**src/rtl/byte_lanes_pkg.sv**
```systemverilog
// ---------------------------------------------------------------------------
// byte_lanes_pkg
//   Shared definitions for the 4-lane byte striper / unstriper pair.
//   Holds the lane count, the idle K character, the width of a lane index
//   and the packed layout of one striped word.
//   A packed word is {DK_3..DK_0, LANE3..LANE0}: the four K flags sit in
//   the upper bits, lane 0 sits in the least significant byte.
//   lane_sel() picks one lane out of a word as {K flag, byte}.
// ---------------------------------------------------------------------------
package byte_lanes_pkg;

  localparam int NUM_LANES  = 4;
  localparam int LANE_IDX_W = 2;
  localparam int WORD_W     = NUM_LANES * 9;

  localparam logic [7:0] K28_5 = 8'hBC;

  typedef struct packed {
    logic [NUM_LANES-1:0]      k;
    logic [NUM_LANES-1:0][7:0] data;
  } lane_word_t;

  // Returns the selected lane as {K flag, data byte}.
  function automatic logic [8:0] lane_sel(input lane_word_t w,
                                          input logic [LANE_IDX_W-1:0] idx);
    return {w.k[idx], w.data[idx]};
  endfunction

endpackage

```
**src/rtl/unstrip_word_fifo.sv**
```systemverilog
// ---------------------------------------------------------------------------
// unstrip_word_fifo
//   Small synchronous FIFO holding whole striped words for byte_unstrip.
//   Read data is the head entry, available combinationally while not empty.
//   Ports:
//     CLK, RST_N   clock, asynchronous active-low reset (empties the FIFO)
//     push/wr_data write wr_data at the tail; ignored when full
//     pop          drop the head entry; ignored when empty
//     rd_data      current head entry
//     full/empty   occupancy flags, derived from the registered count
//     count        number of stored entries
// ---------------------------------------------------------------------------
module unstrip_word_fifo
  import byte_lanes_pkg::*;
#(
  parameter int DEPTH = 2,
  parameter int WIDTH = WORD_W
) (
  input  logic                       CLK,
  input  logic                       RST_N,
  input  logic                       push,
  input  logic [WIDTH-1:0]           wr_data,
  input  logic                       pop,
  output logic [WIDTH-1:0]           rd_data,
  output logic                       full,
  output logic                       empty,
  output logic [$clog2(DEPTH):0]     count
);

  localparam int PTR_W = $clog2(DEPTH);
  localparam int CNT_W = PTR_W + 1;

  logic [WIDTH-1:0] mem [DEPTH];
  logic [PTR_W-1:0] wr_ptr;
  logic [PTR_W-1:0] rd_ptr;
  logic             do_push;
  logic             do_pop;

  assign full    = (count == CNT_W'(DEPTH));
  assign empty   = (count == '0);
  assign do_push = push & ~full;
  assign do_pop  = pop & ~empty;
  assign rd_data = mem[rd_ptr];

  // Storage has no reset: entries are only ever read once written.
  always_ff @(posedge CLK) begin
    if (do_push) begin
      mem[wr_ptr] <= wr_data;
    end
  end

  // DEPTH is a power of two, so the pointers wrap by plain overflow.
  always_ff @(posedge CLK or negedge RST_N) begin
    if (!RST_N) begin
      wr_ptr <= '0;
      rd_ptr <= '0;
      count  <= '0;
    end else begin
      if (do_push) wr_ptr <= wr_ptr + 1'b1;
      if (do_pop)  rd_ptr <= rd_ptr + 1'b1;
      case ({do_push, do_pop})
        2'b10:   count <= count + 1'b1;
        2'b01:   count <= count - 1'b1;
        default: count <= count;
      endcase
    end
  end

endmodule

```
**src/rtl/byte_unstrip.sv**
```systemverilog
// ---------------------------------------------------------------------------
// byte_unstrip
//   Receive-side companion of the 4-lane byte striper. Each LANES_VALID
//   strobe delivers one 4-lane word; the word is buffered and then sent out
//   one byte per clock, lane 0 first. When nothing is buffered the output
//   carries idle fill (IDLE_BYTE / IDLE_K) with VALID_OUT low.
//   Ports:
//     CLK, RST_N          clock, asynchronous active-low reset
//     LANE0..LANE3        lane bytes of one striped word
//     DK_0..DK_3          K flag for the matching lane
//     LANES_VALID         one-cycle strobe: lanes hold a complete word
//     LANES_READY         buffer has space; a strobe this cycle is accepted
//     D_OUT, DK_OUT       reassembled byte stream and its K flag
//     VALID_OUT           D_OUT/DK_OUT carry real data
//     OVERFLOW            sticky: a strobe arrived while not ready
// ---------------------------------------------------------------------------
module byte_unstrip
  import byte_lanes_pkg::*;
#(
  parameter int         BUF_DEPTH = 2,
  parameter logic [7:0] IDLE_BYTE = K28_5,
  parameter logic       IDLE_K    = 1'b1
) (
  input  logic       CLK,
  input  logic       RST_N,
  input  logic [7:0] LANE0,
  input  logic [7:0] LANE1,
  input  logic [7:0] LANE2,
  input  logic [7:0] LANE3,
  input  logic       DK_0,
  input  logic       DK_1,
  input  logic       DK_2,
  input  logic       DK_3,
  input  logic       LANES_VALID,
  output logic       LANES_READY,
  output logic [7:0] D_OUT,
  output logic       DK_OUT,
  output logic       VALID_OUT,
  output logic       OVERFLOW
);

  localparam int CNT_W = $clog2(BUF_DEPTH) + 1;

  localparam logic [0:0] ST_IDLE = 1'b0;
  localparam logic [0:0] ST_SEND = 1'b1;

  localparam logic [LANE_IDX_W-1:0] LAST_LANE = LANE_IDX_W'(NUM_LANES - 1);

  logic [0:0]            state;
  logic [LANE_IDX_W-1:0] idx;
  lane_word_t            in_word;
  lane_word_t            head_word;
  logic                  fifo_full;
  logic                  fifo_empty;
  logic [CNT_W-1:0]      fifo_count;
  logic                  push;
  logic                  pop;
  logic                  more_after_pop;

  assign in_word.k    = {DK_3, DK_2, DK_1, DK_0};
  assign in_word.data = {LANE3, LANE2, LANE1, LANE0};

  // Readiness comes from the registered count only, so a full buffer stays
  // not-ready even in the cycle its head word is being popped.
  assign LANES_READY = ~fifo_full;
  assign push        = LANES_VALID & ~fifo_full;
  assign pop         = (state == ST_SEND) && (idx == LAST_LANE);

  // A word accepted in the popping cycle also keeps SEND going, which is
  // what lets back-to-back words leave without an idle byte between them.
  assign more_after_pop = (fifo_count > CNT_W'(1)) || push;

  unstrip_word_fifo #(
    .DEPTH (BUF_DEPTH),
    .WIDTH (WORD_W)
  ) u_fifo (
    .CLK     (CLK),
    .RST_N   (RST_N),
    .push    (push),
    .wr_data (in_word),
    .pop     (pop),
    .rd_data (head_word),
    .full    (fifo_full),
    .empty   (fifo_empty),
    .count   (fifo_count)
  );

  // Sticky overflow flag: only reset clears it.
  always_ff @(posedge CLK or negedge RST_N) begin
    if (!RST_N) begin
      OVERFLOW <= 1'b0;
    end else if (LANES_VALID && fifo_full) begin
      OVERFLOW <= 1'b1;
    end
  end

  // Sender FSM plus registered byte mux. IDLE spends one cycle noticing a
  // new word, then SEND walks lanes 0..3 of the head word and pops it on
  // the last lane.
  always_ff @(posedge CLK or negedge RST_N) begin
    if (!RST_N) begin
      state     <= ST_IDLE;
      idx       <= '0;
      D_OUT     <= IDLE_BYTE;
      DK_OUT    <= IDLE_K;
      VALID_OUT <= 1'b0;
    end else begin
      case (state)
        ST_IDLE: begin
          D_OUT     <= IDLE_BYTE;
          DK_OUT    <= IDLE_K;
          VALID_OUT <= 1'b0;
          idx       <= '0;
          if (!fifo_empty) begin
            state <= ST_SEND;
          end
        end
        ST_SEND: begin
          {DK_OUT, D_OUT} <= lane_sel(head_word, idx);
          VALID_OUT       <= 1'b1;
          idx             <= idx + 1'b1;
          if (idx == LAST_LANE) begin
            state <= more_after_pop ? ST_SEND : ST_IDLE;
          end
        end
        default: begin
          state     <= ST_IDLE;
          idx       <= '0;
          D_OUT     <= IDLE_BYTE;
          DK_OUT    <= IDLE_K;
          VALID_OUT <= 1'b0;
        end
      endcase
    end
  end

endmodule

```
**config.mk**
```make
export PLATFORM = sky130hd
export DESIGN_NAME = byte_unstrip
export DESIGN_NICKNAME = d
export VERILOG_FILES = /design/src/rtl/byte_lanes_pkg.sv /design/src/rtl/unstrip_word_fifo.sv /design/src/rtl/byte_unstrip.sv
export SDC_FILE = /design/constraint.sdc
export NUM_CORES = 1
export LEC_CHECK = 0
export CAP_MARGIN = 30
export CORE_UTILIZATION = 31
export DETAILED_ROUTE_END_ITERATION = 10
export SYNTH_ARGS = -nofsm -noshare
export SYNTH_HDL_FRONTEND = slang
export SYNTH_HIERARCHICAL = 1
export SYNTH_SLANG_ARGS = --single-unit
```
**constraint.sdc**
```tcl
create_clock -name CLK -period 2.85 [get_ports CLK]
set_input_delay 0.4275 -clock CLK [delete_from_list [all_inputs] [get_ports CLK]]
set_output_delay 0.4275 -clock CLK [all_outputs]
set_load 0.01 [all_outputs]
```
==> summary.md <==
| Metric | Value |
|---|---|
| Count of mapped cells out of synthesis | `~180` |
| Setup repair bufs after CTS | `0` |
| Vias after detailed routing | `around 1700` |
| Die area | `between 0.01 and 0.015 mm2` |
| P_leak | `between 1.5 and 2 nW` |
| Number of global-route vias before repair | `approximately 1700` |
| Layout area overhead | `25.69%` |
| CP Class | `reg -> reg` |
| CP Data Required Time | `slightly above 3 ns` |
| WL/cell | `around 15 um` |
| Normalized max-slew margin | `about 44%` |
| Mapped Area | `between 0.003 and 0.004 mm2` |
| Initial detailed-routing violation count | `around 60` |
| N_diodes | `0` |
| I/O Pins | `51` |
| Max VDD drop | `0.4279 mV` |
| CP max FO | `24` |
| Clock Skew | `roughly 0.006 ns` |
| Clock buffer depth | `2` |
| Filler Cell Count | `approximately 1100` |
| WL final | `5.699 mm` |
| Synth top area share | `59.28%` |
| Clk root buf | `clkbuf_16` |
| Crit. End Element | `register` |
| Ranking of synthesized cells by area | `edfxtp_1, mux2_4, dfrtp_1` |
| Minimum clock period after layout | `2.014 ns` |
| Most frequent cells in the layout | `edfxtp_1, clkdlybuf4s50_1, mux2_4` |
| Synth cell types | `24` |
| Core Rows | `39` |
| Final Setup Violations | `0` |
| Leading area contributor after synthesis | `edfxtp_1` |
| Post-DP HPWL | `roughly 3.8 mm` |
| GRT Residual Overflow | `0` |
| Post-Syn Area per Cell | `around 21 um2` |
| Hold Crit Class | `reg -> reg` |
| Critical Path Max Stage Delay | `0.65 ns` |
| GRT Total Usage | `around 10%` |
| Core box area | `around 0.011 mm2` |
| Share of post-route cells with drive strength above 1 | `31.93%` |
| CTS tree | `yes` |
| Resized cells post-CTS | `0` |
| Arrival @ worst endpoint | `about 2.2 ns` |
| Crit path from | `u_fifo/rd_ptr` |
| Initial Utilization | `a little under a third` |
| Max-cap violations | `0` |
| Final Cycle Share | `70.68%` |
| Setup TNS | `0 ns` |
| Post-Syn Nets | `roughly 220` |
| Initial antenna violation count | `0` |
| Avg Vias per Cell | `between 4 and 5` |
| Die Span Y | `around 110 um` |
| Top achievable clock speed | `around 500 MHz` |
| Synthesis Warnings | `6` |
| Global-route wire length before repair | `9.225 mm` |
| Worst flop-to-flop path startpoint | `u_fifo/rd_ptr` |
| Status | `complete, no violations` |
| Clock H-tree levels | `3` |
| CTS buffer count | `9` |
| DRC errors left | `0` |
| Power Density | `approximately 1000 mW/mm2` |
| Clock Sink Count | `90` |
| CP Buf/Inv Count | `1` |
| Critical-path top delay cell | `dfrtp_2` |
| Antenna Nets Post-Route | `0` |
| Pins Over Slew Limit | `0` |
| First-pass DRT Iterations | `4` |
| Clock-pin slew on the worst setup and hold paths | `roughly 0.060 ns` |
| Die W | `about 110 um` |
| Total power | `4.660 mW` |
| Register area share after synthesis | `71.84%` |
| #FFs+latches synth | `90` |
| RSZ-0062 raised after global routing | `false` |
| I/O Buffers | `50` |
| Hold Buf Count CTS | `0` |
| Startpoint types | `register` |
| Utilization after layout | `roughly 40%` |
| Post-layout nets | `274` |
| Clk_lat worst skew | `about 0.33 ns` |
| Critical path cell sequence | `buf_12 > mux2_2 > mux4_2 > and2_1` |
| Top delay family on crit path | `multiplexers` |
| Routability-driven placement congestion ratio | `0.6491` |
| Pin count of the biggest net entering global routing | `37` |
| Worst slew pin tran | `0.8413 ns` |
| Most common cell after layout, fill and taps aside | `edfxtp_1` |
| Final Hold Vio Count | `0` |
| Worst hold start | `OVERFLOW` |
## cell families after synthesis
| kind of cell | synth area share [%] |
|---|---|
| XOR/XNOR | 1.201 |
| AO/OA/AOI/OAI | 0.4804 |
| flip-flops | 71.84 |
| buffers and inverters | 2.916 |
| adder cells (fa/ha/maj) | 0.6860 |
| AND/OR/NAND/NOR | 3.225 |
| multiplexers | 19.66 |
## per-stage QoR
| step | worst slack [ns] | area, um2 | cells | hold WS (ns) |
|---|---|---|---|---|
| global placement | 0.6734 | 4313 | 365 | 0.4415 |
| detailed placement | 0.6613 | 4313 | 365 | 0.4457 |
| CTS | 0.8120 | 4584 | 381 | 0.4594 |
| floorplan | 0.03149 | 3647 | 175 | 0.1319 |
| finish | 0.8356 | 4584 | 381 | 0.4531 |
| global route | 0.7608 | 4584 | 381 | 0.4856 |
## Yosys cell counts
cell      instances
a21o_1            1
and2_1            4
and2b_2           1
and3_1            1
buf_12            3
buf_6             2
clkbuf_1          1
clkbuf_2          1
dfrtp_1          12
dfstp_2           6
edfxtp_1         72
ha_1              2
inv_1             4
mux2_2            7
mux2_4           29
mux4_2            9
nand2_1           2
nand2b_1          7
nor2_1            3
nor2b_1           1
nor2b_2           1
o32a_1            1
xnor2_1           3
xor2_1            2
## layout make-up
cell class | count | area [um2] | area share [%]
Sequential cell | 90 | 2621 | 57.18
Multi-Input combinational cell | 74 | 929.6 | 20.28
Timing Repair Buffer | 54 | 568.0 | 12.39
Clock buffer | 9 | 225.2 | 4.913
Tap cell | 143 | 178.9 | 3.903
Clock inverter | 7 | 46.29 | 1.010
Inverter | 4 | 15.01 | 0.3275
## sequential cells by signal, summed over array words and instances (netlist names)
| register | cells |
|---|---|
| OVERFLOW | 1 |
| DK_OUT | 1 |
| idx | 2 |
| u_fifo/mem | 72 |
| u_fifo/rd_ptr | 1 |
| state | 1 |
| u_fifo/count | 2 |
| VALID_OUT | 1 |
| u_fifo/wr_ptr | 1 |
| D_OUT | 8 |
## layer usage
metal	track usage [%]	wire [um]
met4	3.733	43
met1	12.35	2551
met2	16.23	2904
met5	0	0
met3	3.513	199
## power breakdown
part           leakage, nW  internal [mW]  switching, mW
Combinational        0.665          0.951          0.570
Clock                0.127          0.586          0.461
Sequential           0.859           1.87          0.220
Total                 1.65           3.41           1.25
## path summary, 6_finish.rpt
path                                 end  cells after the start  slack (ns)
max in group asynchronous  u_fifo/rd_ptr                      1        1.69
min reg2reg                     OVERFLOW                      1        0.45
min                             OVERFLOW                      1        0.45
max                             D_OUT[6]                      4        0.84
max reg2reg                     D_OUT[6]                      4        0.84
min in group asynchronous       D_OUT[0]                      1        0.58
Note: power is estimated with default switching activity, not from simulation.
